**src/rtl/lf_multiword_add_seq.sv**
```systemverilog
// Operand sequencer for an external 8-bit adder: feeds wide operands one byte
// per cycle LSB first, chains the byte carry and returns the assembled sum.
module lf_multiword_add_seq #(
    parameter int NUM_BYTES = 4
) (
    input  logic                   clk,
    input  logic                   rst,
    input  logic                   in_valid,
    output logic                   in_ready,
    input  logic [8*NUM_BYTES-1:0] in_a,
    input  logic [8*NUM_BYTES-1:0] in_b,
    input  logic                   in_cin,
    output logic [7:0]             add_num1,
    output logic [7:0]             add_num2,
    output logic                   add_carry_in,
    input  logic [8:0]             add_sum,
    output logic                   out_valid,
    input  logic                   out_ready,
    output logic [8*NUM_BYTES-1:0] out_sum,
    output logic                   out_cout
);
    localparam int W  = 8 * NUM_BYTES;
    localparam int IW = (NUM_BYTES > 1) ? $clog2(NUM_BYTES) : 1;
    localparam logic [IW-1:0] LAST = IW'(NUM_BYTES - 1);

    typedef enum logic [1:0] {
        IDLE = 2'd0,
        RUN  = 2'd1,
        DONE = 2'd2
    } state_t;

    state_t        state;
    state_t        state_nx;
    logic [W-1:0]  a_reg;
    logic [W-1:0]  b_reg;
    logic [W-1:0]  sum_reg;
    logic          carry;
    logic          cout_reg;
    logic [IW-1:0] idx;
    logic          last;

    assign last     = (idx == LAST);
    assign out_sum  = sum_reg;
    assign out_cout = cout_reg;

    always_comb begin
        state_nx     = state;
        in_ready     = 1'b0;
        out_valid    = 1'b0;
        add_num1     = '0;
        add_num2     = '0;
        add_carry_in = 1'b0;
        case (state)
            IDLE: begin
                in_ready = !rst;
                if (in_valid && !rst) state_nx = RUN;
            end
            RUN: begin
                add_carry_in = carry;
                // Byte select by compare loop keeps every slice index constant.
                for (int unsigned i = 0; i < NUM_BYTES; i++) begin
                    if (idx == IW'(i)) begin
                        add_num1 = a_reg[8*i +: 8];
                        add_num2 = b_reg[8*i +: 8];
                    end
                end
                if (last) state_nx = DONE;
            end
            DONE: begin
                out_valid = 1'b1;
                if (out_ready) state_nx = IDLE;
            end
            default: state_nx = IDLE;
        endcase
    end

    always_ff @(posedge clk) begin
        if (rst) begin
            state    <= IDLE;
            a_reg    <= '0;
            b_reg    <= '0;
            sum_reg  <= '0;
            carry    <= 1'b0;
            cout_reg <= 1'b0;
            idx      <= '0;
        end else begin
            state <= state_nx;
            case (state)
                IDLE: begin
                    if (in_valid) begin
                        a_reg <= in_a;
                        b_reg <= in_b;
                        carry <= in_cin;
                        idx   <= '0;
                    end
                end
                RUN: begin
                    for (int unsigned i = 0; i < NUM_BYTES; i++) begin
                        if (idx == IW'(i)) sum_reg[8*i +: 8] <= add_sum[7:0];
                    end
                    carry <= add_sum[8];
                    if (last) begin
                        idx      <= '0;
                        cout_reg <= add_sum[8];
                    end else begin
                        idx <= idx + 1'b1;
                    end
                end
                default: ;
            endcase
        end
    end
endmodule

```
**config.mk**
```make
export PLATFORM = sky130hd
export DESIGN_NAME = lf_multiword_add_seq
export DESIGN_NICKNAME = d
export VERILOG_FILES = /design/src/rtl/lf_multiword_add_seq.sv
export SDC_FILE = /design/constraint.sdc
export NUM_CORES = 1
export LEC_CHECK = 0
export ABC_AREA = 1
export CAP_MARGIN = 20
export CORE_MARGIN = 2
export CORE_UTILIZATION = 47
export CTS_CLUSTER_DIAMETER = 60
export DETAILED_ROUTE_END_ITERATION = 16
export HOLD_SLACK_MARGIN = 0.12
export PLACE_DENSITY = 0.85
export SLEW_MARGIN = 20
export SYNTH_ARGS = -nofsm -noshare
export SYNTH_HDL_FRONTEND = slang
export SYNTH_SLANG_ARGS = --single-unit
```
**constraint.sdc**
```tcl
create_clock -name clk -period 1.8 [get_ports clk]
set_clock_uncertainty 0.05 [all_clocks]
set_input_delay 0.36 -clock clk [delete_from_list [all_inputs] [get_ports clk]]
set_output_delay 0.36 -clock clk [all_outputs]
set_load 0.05 [all_outputs]
```
Word level (Yosys, flattened, before mapping)
Cells that the tools add are included.

storage, ports and cells
  register bits after elaboration = 102
  bits in latches = 0
  memory bits (writable) = 0
  bits in read-only memories = 0
  bits of input ports = 78
  output and inout bits = 52
  logic and storage cells = 54
  memories kept = 0

operators by class
  add/sub/neg operators = 1
  multiply operators = 0
  div/mod/pow operators = 0
  $lt $le $gt $ge = 0
  equality and inequality tests = 9
  shifts and indexed selects = 0
  mux-type cells = 22
  bitwise gates (word level) = 0
  reductions and logical operators = 12

operator list
  kind                                                  number
  two-way mux 8 bit                                     10
  AND reduction 2 bit                                   6
  two-way mux 2 bit                                     5
  != test 2 bit (second input constant)                 4
  equality test 2 bit (second input constant)           3
  case mux 2 bit (3 select lines)                       1
  equality test 2 x 1 -> 1 bit (second input constant)  2
  logical NOT 2 bit                                     2
  two-way mux 1 bit                                     4
  case mux 2 bit (2 select lines)                       1
  AND reduction 3 bit                                   1
  adder 2 x 1 -> 2 bit (second input constant)          1
  case mux 1 bit (2 select lines)                       1
  nonzero test 2 bit                                    1
  logical AND 1 bit                                     1
  logical NOT 1 bit                                     1

Longest topological paths before layout
  word-level depth = 6
  mapped depth = 9
  mapped depth without buffers = 7

Worst setup path after synthesis
No wires, ideal clock.

  kind = register to output
  from = register idx[0]
  to = output port add_num2[4]
  arrival time = 1.592 ns
  data required time = 1.390 ns
  slack = -0.202 ns
  stages on the path, launching flop included = 10
  buffers on the path = 2
  cells stage by stage = dfxtp_1 -> inv_1 -> ha_1 -> buf_2 -> inv_2 -> buf_2 -> nor2_1 -> nor2_1 -> nand2_1 -> nand2_1

on the way
  word-level cells in the longest chain between the ends = 6
  elaborated cells between the ends (all ways) = 9
  classes of those cells = 3 x eq/ne; 5 x mux; 1 x reduce/logical

ends and longest elaborated chain
  item                             line  text
  start, declared                  39    logic [IW-1:0] idx;
  start signal, assigned           106   idx <= idx + 1'b1;
  logical NOT 2 bit                62    if (idx == IW'(i)) begin
  two-way mux 8 bit (3 in series)  62
  two-way mux 8 bit *              62
  two-way mux 8 bit *              53    case (state)
  end, declared                    14    output logic [7:0] add_num2,

Every way passes the cells marked *; elsewhere a longest branch is shown, timed or not.

Worst setup path in the final report
  from = register idx[0]
  to = output port add_num1[2]

on the way
  word-level cells in the longest chain between the ends = 6
  elaborated cells between the ends (all ways) = 9
  classes of those cells = 3 x eq/ne; 5 x mux; 1 x reduce/logical

ends and longest elaborated chain
  item                             line  text
  logical NOT 2 bit                62
  two-way mux 8 bit (3 in series)  62
  two-way mux 8 bit *              62
  two-way mux 8 bit *              53
  end, declared                    13    output logic [7:0] add_num1,

Marked as above.

==> impl_metrics.tcl <==
set metrics [dict create \
    worstSetupStartpointType "flip-flop" \
    grt_pass1_wl_mm 20.5 \
    cp_cell_sequence "inv_4 -> ha_4 -> clkinvlp_4 -> nor2_1 -> nor2_1 -> nand2_1 -> nand2_2 -> buf_12" \
    slew_violations 0 \
    clock-sinks 102 \
    slowest_stage "dfxtp_4" \
    violations "negative setup slack" \
    gp_congestion 0.845 \
    vias_per_cell 5.26 \
    rows 34 \
    placed_area_sq_um 5910 \
    status "finished with violations" \
    hold_viol 0 \
    fin_crit_sh 1.17 \
    antenna_found_initial 0 \
    crit_type "reg2out" \
    drtPass1Iterations 5 \
    dpl.hpwl_mm 9.00 \
    cts_tree "built" \
    min_period_ns 2.11 \
    vdd_drop_max_mv 0.541 \
    design_area_sq_um 6270 \
    drv_cap 0 \
    drt_iter0_drc 258 \
    cp_num_buf_inv 3 \
    crit_path_max_fanout 8 \
    clock_path_buffers 2 \
    instances_no_fill 849 \
    core_area_sq_um 8810 \
    hp-start "out_cout$_SDFFE_PP0P_" \
    dieWidth_um 99.9 \
    finalSetupViolCount 19 \
    routed_wl_mm 12.6 \
    final_common_cell "nor2_1" \
    vias 4468 \
    crit_start "idx[0]$_SDFFE_PP0P_" \
    grt_pass1_vias 4348 \
    power_uw 5100 \
    clock_latency_ns 0.34 \
    r2r-start "idx[0]$_SDFFE_PP0P_" \
    ys.flop_type "dfxtp_1" \
    io_pins 130 \
    ys_seq_area_frac 0.473 \
    cp.arrival_ns 1.70 \
    grt_max_degree 50 \
    placed_cells 827 \
    port_buffers 129 \
    p_leak_uw 0.00278 \
    setup_ws_ns -0.310 \
    start_util 0.490 \
    worst_hold_slack_ns 0.422 \
    fp.dieH_um 99.9 \
    end_kind "output port" \
    syn_nets 688 \
    final_cell_mix "nor2_1 (227), dfxtp_1 (99), o21ai_0 (90), clkdlybuf4s50_1 (77), nand2_1 (54)" \
    dieArea_sq_um 9970 \
    yosysWarnings 0 \
    synth_edf_count 0 \
    hold_class "reg2reg" \
    syn_area_sq_um 4320 \
    htree_num_levels 3 \
    required_ns 1.39 \
    overflow 0 \
    fmax_mhz 474 \
    rsz0062_at_grt "yes" \
    drc_errors 0 \
    hold_buffers 0 \
    fin_nets 819 \
    wl_per_cell_um 14.8 \
    critical_path.most_common_cell "nor2_1" \
    grtUsageTotal 0.255 \
    cp_top_family "buffers and inverters" \
    cts_buffers 9 \
    ys_ff_latch 102 \
    power.density_nw_per_um2 814 \
    max_stage_delay_ns 0.38 \
    slew-limit-headroom 0.749 \
    synth_cells 606 \
    diodes 0 \
    synth.distinct_cells 19 \
    drive_gt1_frac 0.192 \
    postRouteAntennaNets 0 \
    area_growth_pct 45.1 \
    clkSlewWorstSetupHoldPaths_ns 0.09 \
    synthArstFlopShare 0 \
    root_buffer "clkbuf_8" \
    avgSynthCellArea_sq_um 7.13 \
    place_ws_ns -0.0680 \
    tightest_slew_ns 0.373 \
]
## cell usage after synthesis (4+ instances only)
library cell	instances	area share
buf_4	4	0.0070
o21ai_1	7	0.0081
nand2_1	73	0.063
nor2_4	5	0.013
o21ai_0	90	0.10
buf_6	13	0.034
clkbuf_1	11	0.0096
nor2_1	229	0.20
a21oi_1	21	0.024
inv_1	10	0.0087
inv_2	7	0.0061
dfxtp_1	102	0.47
buf_2	6	0.0070
nand3_1	18	0.021
ha_1	4	0.012
## worst register-to-register path, cell delays in order (launching register included)
cell and delay (ns):
dfxtp_4 0.38, inv_4 0.08, ha_4 0.18, clkinvlp_4 0.22
buf_4 0.20, buf_4 0.13, nor2_4 0.21, buf_4 0.16
o21ai_0 0.07, nor2_1 0.10
## power by group
group	total, uW	switching [uW]	internal [uW]
Clock	1490	711	775
Combinational	1100	620	484
Sequential	2510	98.5	2410
## through the flow
step,TNS (ns),utilization
floorplan,0,-
finish,-4.43,0.712
detailed placement,-0.797,0.671
global route,-6.36,0.712
CTS,-4.33,0.706
global placement,0,0.671
## logic make-up (layout without fill, tap and decap cells)
logic type | after synthesis | after routing | synth area share
and+or+nand+nor | 330 | 330 | 0.306
buffers and inverters | 52 | 187 | 0.0730
adders and majority gates | 4 | 4 | 0.0116
AOI/OAI and AO/OA | 118 | 118 | 0.137
DFF | 102 | 102 | 0.473
## path summary, 6_finish.rpt
check	end	slack [ns]	cells past startpoint
worst min register to register	out_cout$_SDFFE_PP0P_	0.42	2
worst min-delay path	out_cout$_SDFFE_PP0P_	0.42	2
worst max-delay path	add_num1[2]	-0.31	8
worst max register to register	out_sum[16]$_SDFFE_PP0P_	-0.01	9
## final cells by class
| class | instances | area [sq um] |
|---|---|---|
| clock buffer | 11 | 131 |
| clock inverter | 4 | 72.6 |
| fill | 658 | 2540 |
| inverter | 17 | 73.8 |
| multi-input combinational | 452 | 2120 |
| sequential | 102 | 2050 |
| tap | 108 | 135 |
| timing repair buffer | 154 | 1680 |
| timing repair inverter | 1 | 7.51 |
## layer usage
metal	vias to the layer above	GRT usage	share of wire
li1	2182	-	-
met1	2072	0.306	0.41
met2	188	0.442	0.49
met3	26	0.0703	0.074
met4	0	0.0864	0.024
met5	-	0	0
## what timing repair did
item / CTS / global route
endpoints found under the setup margin: 16 / 25
endpoints found under the hold margin: 0 / 0
gates cloned: 1 / 0
resized for setup: 26 / 7
pin swaps: 12 / 8
setup buffers: 3 / 3
Power figures use the tool's default switching activity.
